--- config.mk ---
export PLATFORM = sky130hd
export DESIGN_NAME = regfile_2r1w_clr_flat
export DESIGN_NICKNAME = d
export VERILOG_FILES = /design/src/rtl/regfile_pkg.sv /design/src/rtl/regfile_2r1w_clr_if.sv /design/src/rtl/regfile_clear_seq.sv /design/src/rtl/regfile_2r1w_clr.sv /design/src/flat_wrapper.sv
export SDC_FILE = /design/constraint.sdc
export NUM_CORES = 2
export LEC_CHECK = 0
export CORE_MARGIN = 1
export CORE_UTILIZATION = 63
export CTS_CLUSTER_DIAMETER = 200
export DETAILED_ROUTE_END_ITERATION = 6
export PLACE_DENSITY = 0.81
export SYNTH_ARGS = -nofsm -noshare
export SYNTH_HDL_FRONTEND = slang
export SYNTH_SLANG_ARGS = --single-unit
--- constraint.sdc ---
create_clock -name Clk -period 4.78 [get_ports Clk]
set_input_delay 0.956 -clock Clk [delete_from_list [all_inputs] [get_ports Clk]]
set_output_delay 0.956 -clock Clk [all_outputs]
set_load 0.02 [all_outputs]
--- src/rtl/regfile_pkg.sv ---
// Shared definitions for the 2-read/1-write register file:
// state encoding, default widths and the byte-merge helper used by both
// the write path and the read bypass path.
package regfile_pkg;

  localparam int unsigned DEF_A_WIDTH  = 5;
  localparam int unsigned DEF_D_WIDTH  = 32;

  // Upper bound on data width supported by byte_merge; callers zero-extend
  // into this width and truncate the result back to their own width.
  localparam int unsigned MAX_D_WIDTH  = 1024;
  localparam int unsigned MAX_BE_WIDTH = MAX_D_WIDTH / 8;

  typedef enum logic {
    ST_CLEAR = 1'b0,
    ST_RUN   = 1'b1
  } state_t;

  // Replace the bytes of old_data selected by be with the matching bytes of new_data.
  function automatic logic [MAX_D_WIDTH-1:0] byte_merge(
    input logic [MAX_D_WIDTH-1:0]  old_data,
    input logic [MAX_D_WIDTH-1:0]  new_data,
    input logic [MAX_BE_WIDTH-1:0] be
  );
    logic [MAX_D_WIDTH-1:0] merged;
    merged = old_data;
    for (int i = 0; i < int'(MAX_BE_WIDTH); i++) begin
      if (be[i]) merged[8*i +: 8] = new_data[8*i +: 8];
    end
    return merged;
  endfunction

endpackage

--- src/rtl/regfile_2r1w_clr_if.sv ---
// Access bus of the register file: one write port, two read ports, Busy.
//   master : drives write/read requests, receives read data and Busy
//   slave  : the register file itself
interface regfile_2r1w_clr_if #(
  parameter int unsigned A_WIDTH = regfile_pkg::DEF_A_WIDTH,
  parameter int unsigned D_WIDTH = regfile_pkg::DEF_D_WIDTH
);

  logic                   WEn;
  logic [A_WIDTH-1:0]     WAddr;
  logic [D_WIDTH-1:0]     WData;
  logic [D_WIDTH/8-1:0]   WBe;
  logic                   REnA;
  logic [A_WIDTH-1:0]     RAddrA;
  logic [D_WIDTH-1:0]     RDataA;
  logic                   REnB;
  logic [A_WIDTH-1:0]     RAddrB;
  logic [D_WIDTH-1:0]     RDataB;
  logic                   Busy;

  modport master (
    output WEn, WAddr, WData, WBe,
    output REnA, RAddrA, REnB, RAddrB,
    input  RDataA, RDataB, Busy
  );

  modport slave (
    input  WEn, WAddr, WData, WBe,
    input  REnA, RAddrA, REnB, RAddrB,
    output RDataA, RDataB, Busy
  );

endinterface

--- src/rtl/regfile_clear_seq.sv ---
// Post-reset clear sequencer: walks every entry once, one per cycle, so the
// storage array needs no reset of its own.
//   Clk, Rst  : clock, synchronous active-high reset
//   busy      : registered, 1 while in CLEAR
//   clr_we_c  : clear write strobe for the current pointer (combinational)
//   clr_addr  : entry being cleared this cycle
module regfile_clear_seq
  import regfile_pkg::*;
#(
  parameter int unsigned A_WIDTH = DEF_A_WIDTH
) (
  input  logic               Clk,
  input  logic               Rst,
  output logic               busy,
  output logic               clr_we_c,
  output logic [A_WIDTH-1:0] clr_addr
);

  localparam logic [A_WIDTH-1:0] LAST_PTR = {A_WIDTH{1'b1}};

  state_t             state;
  logic [A_WIDTH-1:0] ptr;

  // State, pointer and Busy; Rst has priority over everything.
  always_ff @(posedge Clk) begin
    if (Rst) begin
      state <= ST_CLEAR;
      ptr   <= '0;
      busy  <= 1'b1;
    end else begin
      case (state)
        ST_CLEAR: begin
          ptr <= ptr + A_WIDTH'(1);
          if (ptr == LAST_PTR) begin
            state <= ST_RUN;
            busy  <= 1'b0;
          end
        end
        ST_RUN: begin
          busy <= 1'b0;
        end
        default: begin
          state <= ST_CLEAR;
          ptr   <= '0;
          busy  <= 1'b1;
        end
      endcase
    end
  end

  // No clear write on a reset edge: the sequence restarts from entry 0.
  assign clr_we_c = (state == ST_CLEAR) && !Rst;
  assign clr_addr = ptr;

endmodule

--- src/rtl/regfile_2r1w_clr.sv ---
// Register file, two registered read ports and one byte-enabled write port,
// with optional write-to-read bypass and hard-wired zero entry. Contents are
// zeroed by a one-entry-per-cycle sequence after reset.
//   Clk, Rst : clock, synchronous active-high reset
//   bus      : slave side of regfile_2r1w_clr_if (write, read A/B, Busy)
// D_WIDTH must be a multiple of 8 and no larger than regfile_pkg::MAX_D_WIDTH.
module regfile_2r1w_clr
  import regfile_pkg::*;
#(
  parameter int unsigned A_WIDTH  = DEF_A_WIDTH,
  parameter int unsigned D_WIDTH  = DEF_D_WIDTH,
  parameter bit          ZERO_REG = 1'b1,
  parameter bit          BYPASS   = 1'b1
) (
  input logic                  Clk,
  input logic                  Rst,
  regfile_2r1w_clr_if.slave    bus
);

  localparam int unsigned DEPTH    = 1 << A_WIDTH;
  localparam int unsigned BE_WIDTH = D_WIDTH / 8;

  logic [D_WIDTH-1:0] mem [DEPTH];

  logic               busy;
  logic               clr_we_c;
  logic [A_WIDTH-1:0] clr_addr;

  logic               wr_fire_c;
  logic [D_WIDTH-1:0] wr_merged_c;
  logic [D_WIDTH-1:0] rdata_a;
  logic [D_WIDTH-1:0] rdata_b;

  // Narrow wrapper around the package helper for this instance's widths.
  function automatic logic [D_WIDTH-1:0] merge(
    input logic [D_WIDTH-1:0]  old_data,
    input logic [D_WIDTH-1:0]  new_data,
    input logic [BE_WIDTH-1:0] be
  );
    return D_WIDTH'(byte_merge(MAX_D_WIDTH'(old_data),
                               MAX_D_WIDTH'(new_data),
                               MAX_BE_WIDTH'(be)));
  endfunction

  regfile_clear_seq #(
    .A_WIDTH (A_WIDTH)
  ) u_clear_seq (
    .Clk      (Clk),
    .Rst      (Rst),
    .busy     (busy),
    .clr_we_c (clr_we_c),
    .clr_addr (clr_addr)
  );

  // A user write takes effect only in RUN, outside reset, and never to a hard-wired zero entry.
  assign wr_fire_c   = bus.WEn && !busy && !Rst &&
                       !(ZERO_REG && (bus.WAddr == '0));
  assign wr_merged_c = merge(mem[bus.WAddr], bus.WData, bus.WBe);

  // Storage write port: clear sequencer has the port while busy.
  always_ff @(posedge Clk) begin
    if (clr_we_c) begin
      mem[clr_addr] <= '0;
    end else if (wr_fire_c) begin
      mem[bus.WAddr] <= wr_merged_c;
    end
  end

  // Read port A.
  always_ff @(posedge Clk) begin
    if (Rst || busy || !bus.REnA) begin
      rdata_a <= '0;
    end else if (ZERO_REG && (bus.RAddrA == '0)) begin
      rdata_a <= '0;
    end else if (BYPASS && wr_fire_c && (bus.WAddr == bus.RAddrA)) begin
      rdata_a <= wr_merged_c;
    end else begin
      rdata_a <= mem[bus.RAddrA];
    end
  end

  // Read port B.
  always_ff @(posedge Clk) begin
    if (Rst || busy || !bus.REnB) begin
      rdata_b <= '0;
    end else if (ZERO_REG && (bus.RAddrB == '0)) begin
      rdata_b <= '0;
    end else if (BYPASS && wr_fire_c && (bus.WAddr == bus.RAddrB)) begin
      rdata_b <= wr_merged_c;
    end else begin
      rdata_b <= mem[bus.RAddrB];
    end
  end

  assign bus.RDataA = rdata_a;
  assign bus.RDataB = rdata_b;
  assign bus.Busy   = busy;

endmodule

--- src/flat_wrapper.sv ---
// flat-port wrapper written by rule: the top's interface ports become plain ports
module regfile_2r1w_clr_flat import regfile_pkg::*;
#(
  parameter int unsigned A_WIDTH  = DEF_A_WIDTH,
  parameter int unsigned D_WIDTH  = DEF_D_WIDTH,
  parameter bit          ZERO_REG = 1'b1,
  parameter bit          BYPASS   = 1'b1
)
  (Clk, Rst, bus_WEn, bus_WAddr, bus_WData, bus_WBe, bus_REnA, bus_RAddrA, bus_REnB, bus_RAddrB, bus_RDataA, bus_RDataB, bus_Busy);
  regfile_2r1w_clr_if #(.A_WIDTH(A_WIDTH), .D_WIDTH(D_WIDTH)) bus_i ();
  input logic Clk;
  input logic Rst;
  input wire logic [$bits(bus_i.WEn)-1:0] bus_WEn;
  input wire logic [$bits(bus_i.WAddr)-1:0] bus_WAddr;
  input wire logic [$bits(bus_i.WData)-1:0] bus_WData;
  input wire logic [$bits(bus_i.WBe)-1:0] bus_WBe;
  input wire logic [$bits(bus_i.REnA)-1:0] bus_REnA;
  input wire logic [$bits(bus_i.RAddrA)-1:0] bus_RAddrA;
  input wire logic [$bits(bus_i.REnB)-1:0] bus_REnB;
  input wire logic [$bits(bus_i.RAddrB)-1:0] bus_RAddrB;
  output wire logic [$bits(bus_i.RDataA)-1:0] bus_RDataA;
  output wire logic [$bits(bus_i.RDataB)-1:0] bus_RDataB;
  output wire logic [$bits(bus_i.Busy)-1:0] bus_Busy;
  assign bus_i.WEn = bus_WEn;
  assign bus_i.WAddr = bus_WAddr;
  assign bus_i.WData = bus_WData;
  assign bus_i.WBe = bus_WBe;
  assign bus_i.REnA = bus_REnA;
  assign bus_i.RAddrA = bus_RAddrA;
  assign bus_i.REnB = bus_REnB;
  assign bus_i.RAddrB = bus_RAddrB;
  assign bus_RDataA = bus_i.RDataA;
  assign bus_RDataB = bus_i.RDataB;
  assign bus_Busy = bus_i.Busy;
  regfile_2r1w_clr #(.A_WIDTH(A_WIDTH), .D_WIDTH(D_WIDTH), .ZERO_REG(ZERO_REG), .BYPASS(BYPASS)) u_core (.Clk(Clk), .Rst(Rst), .bus(bus_i));
endmodule
[Word level (Yosys, flattened, before mapping)]
Memory sizes are Yosys's and may differ from the RTL's.
Cells that the tools add are included.
Storage, ports and cells
  register bits: 71
  RAM bits: 1024
  input port bits: 56
  output and inout bits: 65
  logic and storage cells: 50
  memories kept: 1
Operators by class
  add/sub/neg operators: 1
  eq/ne operators: 4
  mux-type cells: 18
  bitwise operators: 1
  reductions and logical operators: 20
Memory list
  u_core.mem: words 32, width 32, read ports 3, clocked after memory_dff 0, wr ports 1, line regfile_2r1w_clr.sv:23  | logic [D_WIDTH-1:0] mem [DEPTH];
Operator list (number)
  $mux 32: 3
  $mux 8: 4
  $reduce_or 32->1: 1
  $logic_not 5->1: 3
  $eq 5x5->1: 2
  $mux 1: 9
  $logic_and 1x1->1: 6
  $add 5x1->5 const B: 1
  $eq 5x5->1 const B: 1
  $logic_not 1->1: 5
  $mux 5: 1
  $reduce_or 2->1: 2
  $logic_or 1x1->1: 3
  $ne 2x2->1 const B: 1
  $pmux 1 s2: 1
  $not 1->1: 1

[Depth between registers and ports, before layout]
  depth after elaboration: 9
  gate-level depth with buffers: 10
  depth with buffers taken out: 6

[Hierarchy]
Synthesis repeated with hierarchy kept, for this count alone.
Unflattened totals
  cells, all modules: 3619
  area, all modules: 60740.8 um2
By module, submodules not included
  regfile_2r1w_clr: times used 1, cells an instance 3591, area an instance 60438.0 um2, sequential area each 32030.7 um2
  regfile_clear_seq: times used 1, cells an instance 28, area an instance 302.8 um2, sequential area each 140.1 um2

[Least setup slack after synthesis]
OpenSTA, ideal clock, no wires.
  path kind: input-to-reg
  start point: in bus_WAddr[4]
  end point: mem u_core.mem[0][0] (netlist name), enable pin
  library setup time: 421 ps
  arrival: 3733 ps
  required time: 4359 ps
  path slack: 626 ps
  cell stages on the path: 8
  path buffers: 2
  cells stage by stage: buf_2 > or3_1 > o221ai_2 > clkbuf_1 > nand2_1 > o31ai_1 > nand2_1 > nor2_1
Between the ends
  longest elaborated chain between the ends: 8
  elaborated cells between the ends (all ways): 9
  classes of those cells: mux: 5; reduce/logical: 4
RTL lines
  start, declared: line flat_wrapper.sv:14  | input wire logic [$bits(bus_i.WAddr)-1:0] bus_WAddr;
  $logic_not 5->1: line regfile_2r1w_clr.sv:57  | !(ZERO_REG && (bus.WAddr == '0));
  $logic_not 1->1: line regfile_2r1w_clr.sv:57
  $logic_and 1x1->1: line regfile_2r1w_clr.sv:56  | assign wr_fire_c = bus.WEn && !busy && !Rst &&
  $mux 1: line regfile_2r1w_clr.sv:64  | end else if (wr_fire_c) begin
  $mux 1: line regfile_2r1w_clr.sv:62  | if (clr_we_c) begin
  $mux 1 (implied by the code): line regfile_2r1w_clr.sv:65  | mem[bus.WAddr] <= wr_merged_c;
  $reduce_or 32->1 (no source line)
  $mux 5 (no source line) / $mux 1 (equally long branches)
  end, declared: line regfile_2r1w_clr.sv:23
Parallel ways exist; a longest one is shown, timed or not.

[Worst setup path in the final report]
  start point: in bus_WAddr[0]
  end point: mem u_core.mem[31][7] (netlist name), data pin
Between the ends
  longest elaborated chain between the ends: 8
  elaborated cells between the ends (all ways): 10
  classes of those cells: mux: 5; reduce/logical: 4; memory: 1
RTL lines (line)
  $logic_not 5->1: regfile_2r1w_clr.sv:57
  $logic_not 1->1: regfile_2r1w_clr.sv:57
  $logic_and 1x1->1: regfile_2r1w_clr.sv:56
  $mux 1: regfile_2r1w_clr.sv:64
  $mux 1: regfile_2r1w_clr.sv:62
  $mux 1 (implied by the code): regfile_2r1w_clr.sv:65
  $reduce_or 32->1 (no source line)
  $mux 32 (no source line) *
Mark *: on every way between the ends. The rest lies on a longest branch, timed or not.

==> impl_metrics.py <==
metrics = {
    "timing": {
        "max_slew.worst_pin.slew_ps": 1210,
        "finalClockSkew_ps": 32.5,
        "tns_ps": 0,
        "fin_hold_ws_ps": 667,
        "finalSetupViolCount": 0,
        "fin_crit_sh": 0.771,
        "drv_slew": 0,
        "fmax_ghz": 0.271,
        "min_period_ps": 3690,
        "relSlewSlack": 0.188,
        "rsz0062_at_grt": "no",
        "hold_viol": 0,
    },
    "clock_network": {
        "clk_pin_slew_worst_paths_ps": 60,
        "cts-htree-levels": 3,
        "cts_resized": 0,
        "post-cts-setup-buffers": 0,
        "worstSkewPairLatency_ps": 720,
        "numCtsBuffers": 112,
        "clock_sinks": 1095,
        "hold_buffers": 0,
        "cts_tree": "done",
        "cts-root-buf": "clkbuf_16",
        "clockBufferDepth": 3,
    },
    "floorplan": {
        "core_area_um2": 92200,
        "rows": 111,
        "dieArea_um2": 95000,
        "ios": 121,
        "die_x_um": 308,
        "die_h_um": 308,
        "start_util": 0.641,
    },
    "synthesis": {
        "syn_nets": 3624,
        "ys_async_sr_fraction": 0,
        "synth_area_leaders": "edfxtp_1, mux4_2, mux2i_1, dfxtp_1, mux2_2",
        "synth-edff-count": 1024,
        "yosys.area_share.simple": 0.0415,
        "synth.distinct_cells": 55,
        "synth_top_area_share": 0.521,
        "synth_cells": 3566,
        "synthXorXnorAreaFrac": 0.00193,
        "ys_warn_count": 0,
        "synth_compound_area_frac": 0.0656,
        "syn-cell-area_um2": 59100,
        "synth.mux.area_fraction": 0.320,
        "synth_ff_type": "edfxtp_1",
        "synth_top_family_by_area": "multiplexers",
        "ys_seq_elements": 1095,
        "yosysTopAreaCell": "edfxtp_1",
        "avgSynthCellArea_um2": 16.6,
        "synth-seq-area-share": 0.545,
        "synth_fa_ha_area_frac": 0.000424,
    },
    "critical_path": {
        "crit_path_frequent_cell": "buf_4",
        "crit_fanout": 44,
        "cp_slowest_cell": "nor2_1",
        "endpoint_kind": "flip-flop",
        "cp.arrival_ps": 4230,
        "crit_chain": "buf_8, buf_4, mux4_2, mux2i_1, o211ai_1, o21ai_0, nor2_1, buf_4",
        "path_class": "input pin to flip-flop",
        "slowest_delay_ps": 940,
        "worst_ep_required_time_ps": 5320,
        "cp-start-kind": "input pin",
    },
    "power_and_ir_drop": {
        "power.leakage_nw": 23.5,
        "finalPower_mw": 21.6,
        "powerDensity_nw_per_um2": 323,
        "peakVddDrop_v": 0.000309,
    },
    "drt": {
        "wl_per_cell_um": 40.3,
        "drt_pass1_iterations": 7,
        "dr.first_iter.drc_count": 8758,
        "drcViolationCount": 0,
        "drt-total-wl_um": 204000,
        "routed_via_density": 8.32,
        "vias": 42000,
        "ant_nets": 0,
    },
    "worst_hold_path": {
        "holdCritPathClass": "flip-flop to flip-flop",
    },
    "placement": {
        "port_buffers": 120,
        "placed_area_um2": 63000,
        "dp_hpwl_um": 122000,
        "gp_congestion": 0.967,
    },
    "global_routing": {
        "grt_usage": 0.434,
        "grt_pass1_vias": 42000,
        "grt_overflow": 0,
        "grt_max_degree": 97,
        "antenna_found_initial": 6,
        "grt_pass1_wl_um": 291000,
    },
    "cells_and_area": {
        "nNetsFinal": 3766,
        "syn_to_final_growth_pct": 13.2,
        "seq_area_um2": 32200,
        "design_area_um2": 66900,
        "multi_input_area_um2": 25700,
        "drive_gt1_frac": 0.311,
        "fillers": 5546,
    },
    "flow_run": {
        "max_cap_violations": 0,
    },
    "outcome": {
        "status": "finished, final reports clean",
    },
}
## stage by stage
stage | utilization | worst slack, ps | instances
after floorplan | - | 626 | 3566
after global placement | 0.684 | 651 | 4837
after detailed placement | 0.684 | 561 | 4837
after CTS | 0.725 | 1270 | 5051
after global routing | 0.725 | 864 | 5051
final | 0.725 | 1090 | 5055
## per-layer routing
metal  vias to the layer above  track usage  share of wire
met5                         -      0.00620        0.00063
met3                      1124        0.158           0.17
met1                     20700        0.563           0.32
li1                      15500            -              -
met4                        10        0.262          0.076
met2                      4705        0.628           0.43
## final timing paths
| check | cells past startpoint | startpoint | endpoint | slack, ps |
|---|---|---|---|---|
| worst min register to register | 2 | u_core.u_clear_seq.clr_addr[1] | u_core.u_clear_seq.clr_addr[1] | 670 |
| worst min-delay path | 2 | u_core.u_clear_seq.clr_addr[1] | u_core.u_clear_seq.clr_addr[1] | 670 |
| worst max-delay path | 8 | bus_WAddr[0] | u_core.mem[31][7] | 1090 |
| worst max register to register | 6 | u_core.u_clear_seq.busy | u_core.bus.RDataA[30] | 1540 |
## cells in the mapped netlist, drive strengths merged, types with 3 or more instances
cell,count
mux4,606
dfxtp,71
o21ai,62
mux2,63
o31ai,20
o22ai,95
o221ai,32
buf,183
a22oi,64
nand2,109
nand4b,33
a211oi,68
nor2b,107
nor2,103
a22o,31
o211ai,63
xor2,6
nand3,51
a311oi,18
edfxtp,1024
xnor2,7
nand3b,4
a31oi,3
a21oi,33
o2111ai,31
nor3,47
mux2i,453
nand2b,5
clkbuf,149
## cell usage in the layout, fill, tap and decap left out, types with 11 or more instances in the layout
cell type / count
nor2b_1: 105
buf_4: 195
clkinv_2: 23
buf_12: 47
clkbuf_1: 22
nor2_4: 36
o211ai_1: 33
clkbuf_16: 113
o22ai_1: 95
clkdlybuf4s50_1: 107
clkbuf_8: 11
mux2_2: 63
o211ai_2: 30
mux2i_1: 453
nand2_1: 108
a22o_1: 31
a22oi_1: 64
dfxtp_1: 71
o2111ai_1: 31
nor3_1: 46
a21oi_1: 32
nand3_1: 51
a311oi_1: 18
o21ai_0: 61
mux4_2: 606
nor2_1: 67
o31ai_1: 20
edfxtp_1: 1024
nand4b_1: 33
bufinv_16: 13
o221ai_1: 31
clkinv_1: 14
a211oi_1: 68
## worst max-delay path, delay by kind of cell
kind                   cells  cell delay (ps)
buffers and inverters      3             1250
multiplexers               2              370
AND/OR/NAND/NOR            1              940
AO/OA/AOI/OAI              2              590
## flip-flops by register name (all words and copies together) (netlist names)
register                     flops
u_core.bus.RDataB               32
u_core.mem                    1024
u_core.u_clear_seq.busy          1
u_core.u_clear_seq.state         1
u_core.bus.RDataA               32
u_core.u_clear_seq.clr_addr      5
## cell type report
| type | instances | share of cell area |
|---|---|---|
| tap | 1243 | 0.0233 |
| clock buffer | 145 | 0.0456 |
| sequential | 1095 | 0.481 |
| inverter | 1 | 0.0000561 |
| antenna | 4 | 0.000150 |
| timing repair buffer | 360 | 0.0542 |
| clock inverter | 69 | 0.0111 |
| multi-input combinational | 2138 | 0.384 |
## power by group
part / internal, mW / switching (mW) / leakage, nW
sequential: 10.4 / 0.0426 / 11.2
clock: 5.22 / 3.83 / 1.86
combinational: 0.890 / 1.22 / 10.5
## kinds of logic (layout without fill, tap and decap cells)
logic type | after synthesis | count (layout)
DFF | 1095 | 1095
and+or+nand+nor | 477 | 477
adders and majority gates | 2 | 2
other | 0 | 4
AOI/OAI and AO/OA | 524 | 524
buffers and inverters | 333 | 575
muxes | 1122 | 1122
xor gates and xnor gates | 13 | 13
(Power assumes the default switching activity.)
